**src/rtl/alu_16bit.sv**
```systemverilog
// Registered integer ALU: add, subtract, unsigned compare, bitwise logic and a
// 1-bit right shift through the carry. The arithmetic uses 4-bit carry-lookahead slices.
module alu_16bit #(
  parameter int WIDTH = 16
) (
  input  logic               clk,
  input  logic               rst,
  input  logic [2*WIDTH-1:0] args,
  input  logic               carry_in,
  input  logic               carry_disable,
  input  logic [2:0]         cmd,
  output logic [WIDTH-1:0]   res,
  output logic               carry_out
);

  localparam int NSLICE = WIDTH / 4;

  typedef enum logic [2:0] {
    CMD_ADD   = 3'd0,
    CMD_SUB   = 3'd1,
    CMD_AND   = 3'd2,
    CMD_OR    = 3'd3,
    CMD_XOR   = 3'd4,
    CMD_XNOR  = 3'd5,
    CMD_COMP  = 3'd6,
    CMD_RSHFT = 3'd7
  } cmd_e;

  cmd_e             w_cmd;
  logic [WIDTH-1:0] w_d1;
  logic [WIDTH-1:0] w_d2;
  logic [WIDTH-1:0] w_b;
  logic             w_isSub;
  logic             w_c0;
  logic [WIDTH-1:0] w_g;
  logic [WIDTH-1:0] w_p;
  logic [NSLICE-1:0] w_groupG;
  logic [NSLICE-1:0] w_groupP;
  logic [NSLICE:0]   w_carry;
  logic [WIDTH-1:0]  w_sum;
  logic [WIDTH-1:0]  w_nextRes;
  logic              w_nextCarry;
  logic [WIDTH-1:0]  r_res;
  logic              r_carry;

  assign w_cmd   = cmd_e'(cmd);
  assign w_d1    = args[2*WIDTH-1:WIDTH];
  assign w_d2    = args[WIDTH-1:0];
  assign w_isSub = (w_cmd == CMD_SUB) || (w_cmd == CMD_COMP);
  assign w_b     = w_isSub ? ~w_d2 : w_d2;
  // Subtract-type commands default to carry 1 (no borrow); add and shift default to 0.
  assign w_c0    = carry_disable ? w_isSub : carry_in;
  assign w_g     = w_d1 & w_b;
  assign w_p     = w_d1 ^ w_b;

  // Slice group terms, slice-level lookahead chain, then in-slice lookahead carries.
  always_comb begin
    w_groupG = '0;
    w_groupP = '0;
    w_carry  = '0;
    w_sum    = '0;
    w_carry[0] = w_c0;
    for (int s = 0; s < NSLICE; s++) begin
      w_groupG[s] = w_g[4*s+3]
                  | (w_p[4*s+3] & w_g[4*s+2])
                  | (w_p[4*s+3] & w_p[4*s+2] & w_g[4*s+1])
                  | (w_p[4*s+3] & w_p[4*s+2] & w_p[4*s+1] & w_g[4*s]);
      w_groupP[s] = &w_p[4*s +: 4];
      w_carry[s+1] = w_groupG[s] | (w_groupP[s] & w_carry[s]);

      w_sum[4*s]   = w_p[4*s] ^ w_carry[s];
      w_sum[4*s+1] = w_p[4*s+1] ^ (w_g[4*s] | (w_p[4*s] & w_carry[s]));
      w_sum[4*s+2] = w_p[4*s+2] ^ (w_g[4*s+1] | (w_p[4*s+1] & w_g[4*s])
                                 | (w_p[4*s+1] & w_p[4*s] & w_carry[s]));
      w_sum[4*s+3] = w_p[4*s+3] ^ (w_g[4*s+2] | (w_p[4*s+2] & w_g[4*s+1])
                                 | (w_p[4*s+2] & w_p[4*s+1] & w_g[4*s])
                                 | (w_p[4*s+2] & w_p[4*s+1] & w_p[4*s] & w_carry[s]));
    end
  end

  // With c0=1 the carry means d1>=d2, so equality (zero difference) is masked for COMP.
  always_comb begin
    w_nextRes   = w_sum;
    w_nextCarry = 1'b0;
    unique case (w_cmd)
      CMD_ADD, CMD_SUB: w_nextCarry = w_carry[NSLICE];
      CMD_COMP:         w_nextCarry = w_c0 ? (w_carry[NSLICE] & (|w_sum)) : w_carry[NSLICE];
      CMD_AND:          w_nextRes   = w_d1 & w_d2;
      CMD_OR:           w_nextRes   = w_d1 | w_d2;
      CMD_XOR:          w_nextRes   = w_d1 ^ w_d2;
      CMD_XNOR:         w_nextRes   = ~(w_d1 ^ w_d2);
      CMD_RSHFT: begin
        w_nextRes   = {w_c0, w_d2[WIDTH-1:1]};
        w_nextCarry = w_d2[0];
      end
      default: begin
        w_nextRes   = w_sum;
        w_nextCarry = 1'b0;
      end
    endcase
  end

  always_ff @(posedge clk) begin
    if (rst) begin
      r_res   <= '0;
      r_carry <= 1'b0;
    end else begin
      r_res   <= w_nextRes;
      r_carry <= w_nextCarry;
    end
  end

  assign res       = r_res;
  assign carry_out = r_carry;

endmodule

```
**config.mk**
```make
export PLATFORM = sky130hd
export DESIGN_NAME = alu_16bit
export DESIGN_NICKNAME = d
export VERILOG_FILES = /design/src/rtl/alu_16bit.sv
export SDC_FILE = /design/constraint.sdc
export NUM_CORES = 1
export LEC_CHECK = 0
export ABC_CLOCK_PERIOD_IN_PS = 6400
export BUFFER_PORTS_ARGS = -buffer_cell sky130_fd_sc_hd__buf_2
export CAP_MARGIN = 10
export CORE_ASPECT_RATIO = 1.25
export CORE_MARGIN = 2
export CORE_UTILIZATION = 45
export DETAILED_ROUTE_END_ITERATION = 6
export MAX_ROUTING_LAYER = met4
export PLACE_DENSITY = 0.66
export RECOVER_POWER = 25
export SYNTH_ARGS = -nofsm -noshare
export SYNTH_HDL_FRONTEND = slang
export SYNTH_SLANG_ARGS = --single-unit
```
**constraint.sdc**
```tcl
create_clock -name clk -period 6.4 [get_ports clk]
set_input_delay 1.6 -clock clk [delete_from_list [all_inputs] [get_ports clk]]
set_output_delay 1.6 -clock clk [all_outputs]
set_load 0.01 [all_outputs]
```
==> results.yml <==
outcome:
  run_status: "completed"
clock_tree:
  cts_root_buf: "clkbuf_8"
  hold_buffer_count_at_cts: 0
  numClockSinks: 17
  cts_repair_resize_count: 0
  cts_buffer_depth: 2
  clock_edge_transition_at_the_registers_on_the_reported_setup_and_hold_paths_ns: 0.08
  clock_tree.htree_level_count: 1
  numCtsBuffers: 3
  post_cts_buffers: 0
  tritoncts: "yes"
setup_path:
  worstPathMaxFanout: 14
  worst_ep_required_time_ns: 6.55
  worst-setup-path-type: "in -> reg"
  endpoint_kind_of_the_worst_setup_timing_path: "flop"
  crit_start: "cmd[1]"
  timing.critical_path.from_type: "primary input"
  worst-endpoint-arrival_ns: 5.71
sta:
  relSlewSlack_pct: 26.5
  period_share_pct: 86.8
  setup_slack_ns: 0.843
  rsz0062_at_grt: "false"
  final_tns_setup_ns: 0
  final_hold_viol_count: 0
  whs_ns: 1.67
  drv_slew: 0
  setup_viol: 0
  max_slew.worst_pin.slew_ns: 1.09
  fmax_ghz: 0.180
  fin_crit_ns: 5.56
synthesis:
  synth_area_leader: "ha_1"
  yosysWarningCount: 0
  synth-main-ff-cell: "dfxtp_1"
  synthArstFlopShare_pct: 0
  synthesis.area_per_instance_sq_um: 7.48
  syn_inst: 363
  synthesis.area_sq_um: 2720
  synth.yosys.seq_area_share_pct: 12.5
  postSynthNetCount: 454
  netlist.area_leader.share_pct: 22.1
  ys_seq_elements: 17
  count_of_flip_flops_with_a_built_in_enable_after_synthesis: 0
  yosys-top-cells-area: "ha_1 (22%), dfxtp_1 (13%), xnor2_1 (7.4%)"
  ys_types: 51
layout:
  post_synthesis_to_final_layout_area_growth_pct: 12.7
  layout.cells.most_common: "ha_1"
  fillcell_total: 598
  utilization_pct: 52.6
  design.final.nets: 497
  final_cell_mix: "ha_1 (48), buf_2 (47), inv_1 (43), nand2_1 (33), o21ai_0 (27)"
  number_of_antenna_cells_inserted: 0
  final_layout_size_suffix_gt1_share_pct: 16.0
  post_layout_inst_area_sq_um: 3060
  finish.cell_count_without_fillers: 471
placed_design:
  gp_routability_congestion: 0.907
  buffer_ports.inserted: 55
  dp_hpwl_um: 5310
  place_worst_setup_slack_ns: 0.557
  placed_area_sq_um: 3030
  numPlacedInstances: 467
floorplan:
  rows: 31
  number_of_ports_placed_on_the_die_boundary: 56
  start_util_pct: 46.7
  die_width_um: 73.5
  floorplan.core_area_sq_um: 5820
  die-area_sq_um: 6670
  die_y_um: 90.8
min_path:
  hp-start: "args[0]"
  destination_of_the_worst_hold_path: "carry_out"
  hold_class: "in -> reg"
  worstHoldPathCells: 3
routing:
  detailedRoute.firstPassIterationCount: 5
  route.detailed.drc: 0
  first_iter_violations: 159
  viasPerCell: 5.69
  drt.antenna.violating_nets: 0
  routed_wl_um: 6900
  wire_per_inst_um: 14.7
  dr_vias: 2678
grt:
  antenna_violations_before_repair: 0
  global_route_wire_length_before_repair_um: 11300
  largest_net_degree_at_the_start_of_global_routing: 50
  via_count_of_the_first_global_routing_pass: 2503
  globalRouteTotalUtil_pct: 21.6
  globalRouteOverflowTotal: 0
pwr:
  ir_worst_vdd_mv: 0.0865
  power.total_mw: 0.498
  power_density_nw_per_um2: 163
  static-leakage-power_nw: 1.47
run:
  max_cap_violations: 0
==> area by class of cell <==
cell class | count | area (sq um) | share of cell area [%]
multi-input combinational | 281 | 2130 | 69.5
sequential | 17 | 340 | 11.1
timing repair buffer | 60 | 303 | 9.89
inverter | 43 | 161 | 5.27
tap | 66 | 82.6 | 2.70
clock buffer | 4 | 45.0 | 1.47
==> registers in the layout (all words and copies together) (netlist names) <==
register	cells
res	16
carry_out	1
==> worst max-delay path, stage by stage <==
cell	delay (ns)
buf_2	0.19
nand2_1	0.14
nor2_1	0.07
a21oi_2	0.47
xnor2_1	0.21
ha_1	0.25
and2_1	0.16
nor2b_1	0.15
a21oi_2	0.26
o21ai_2	0.12
a31o_4	0.27
a21o_4	0.22
a21o_1	0.19
fa_1	0.42
xnor2_1	0.21
nand4_1	0.12
nor3_1	0.15
nand3_1	0.10
a21oi_1	0.13
nor4b_2	0.20
o31ai_1	0.09
==> metal layers <==
metal  GRT usage, %  part of all wire (%)
met4           6.82                   1.7
met1           26.9                    46
met5              -                     0
met2           36.2                    48
met3           1.90                   4.4
==> kinds of logic after synthesis <==
group	share of synthesized area, %
AO/OA/AOI/OAI	27.5
XOR/XNOR	9.35
adder cells (fa/ha/maj)	25.1
buffers and inverters	9.22
flip-flops	12.5
multiplexers	1.84
AND/OR/NAND/NOR	14.5
==> synthesized netlist by cell type (2+ instances only) <==
| master | n |
|---|---|
| inv_1 | 43 |
| buf_2 | 2 |
| a21o_1 | 2 |
| a211oi_1 | 9 |
| ha_1 | 48 |
| a221oi_1 | 11 |
| o21bai_1 | 3 |
| o22ai_1 | 9 |
| xor2_1 | 6 |
| nand2_1 | 33 |
| nand3_1 | 2 |
| xnor2_1 | 23 |
| nor2_1 | 24 |
| nor2b_1 | 2 |
| buf_1 | 2 |
| nand2b_1 | 3 |
| nor3_1 | 7 |
| mux2i_1 | 5 |
| a221o_1 | 3 |
| and2_1 | 2 |
| a21boi_0 | 2 |
| or3_1 | 3 |
| a31oi_1 | 2 |
| o21ai_0 | 27 |
| fa_1 | 4 |
| clkbuf_1 | 17 |
| a21oi_1 | 27 |
| nand4_1 | 3 |
| dfxtp_1 | 17 |
==> worst max path at each step <==
stage                      to  slack (ns)
finish              carry_out        0.84
global route        carry_out        0.40
floorplan           carry_out        0.63
CTS                 carry_out        0.82
detailed placement  carry_out        0.56
global placement    carry_out        0.74
==> report_power, final <==
| part | internal (mW) | switching [mW] | total, mW |
|---|---|---|---|
| logic | 0.120 | 0.165 | 0.285 |
| registers | 0.119 | 0.00306 | 0.122 |
| clock network | 0.0444 | 0.0467 | 0.0912 |
| total | 0.284 | 0.215 | 0.498 |
Power figures use the tool's default switching activity.
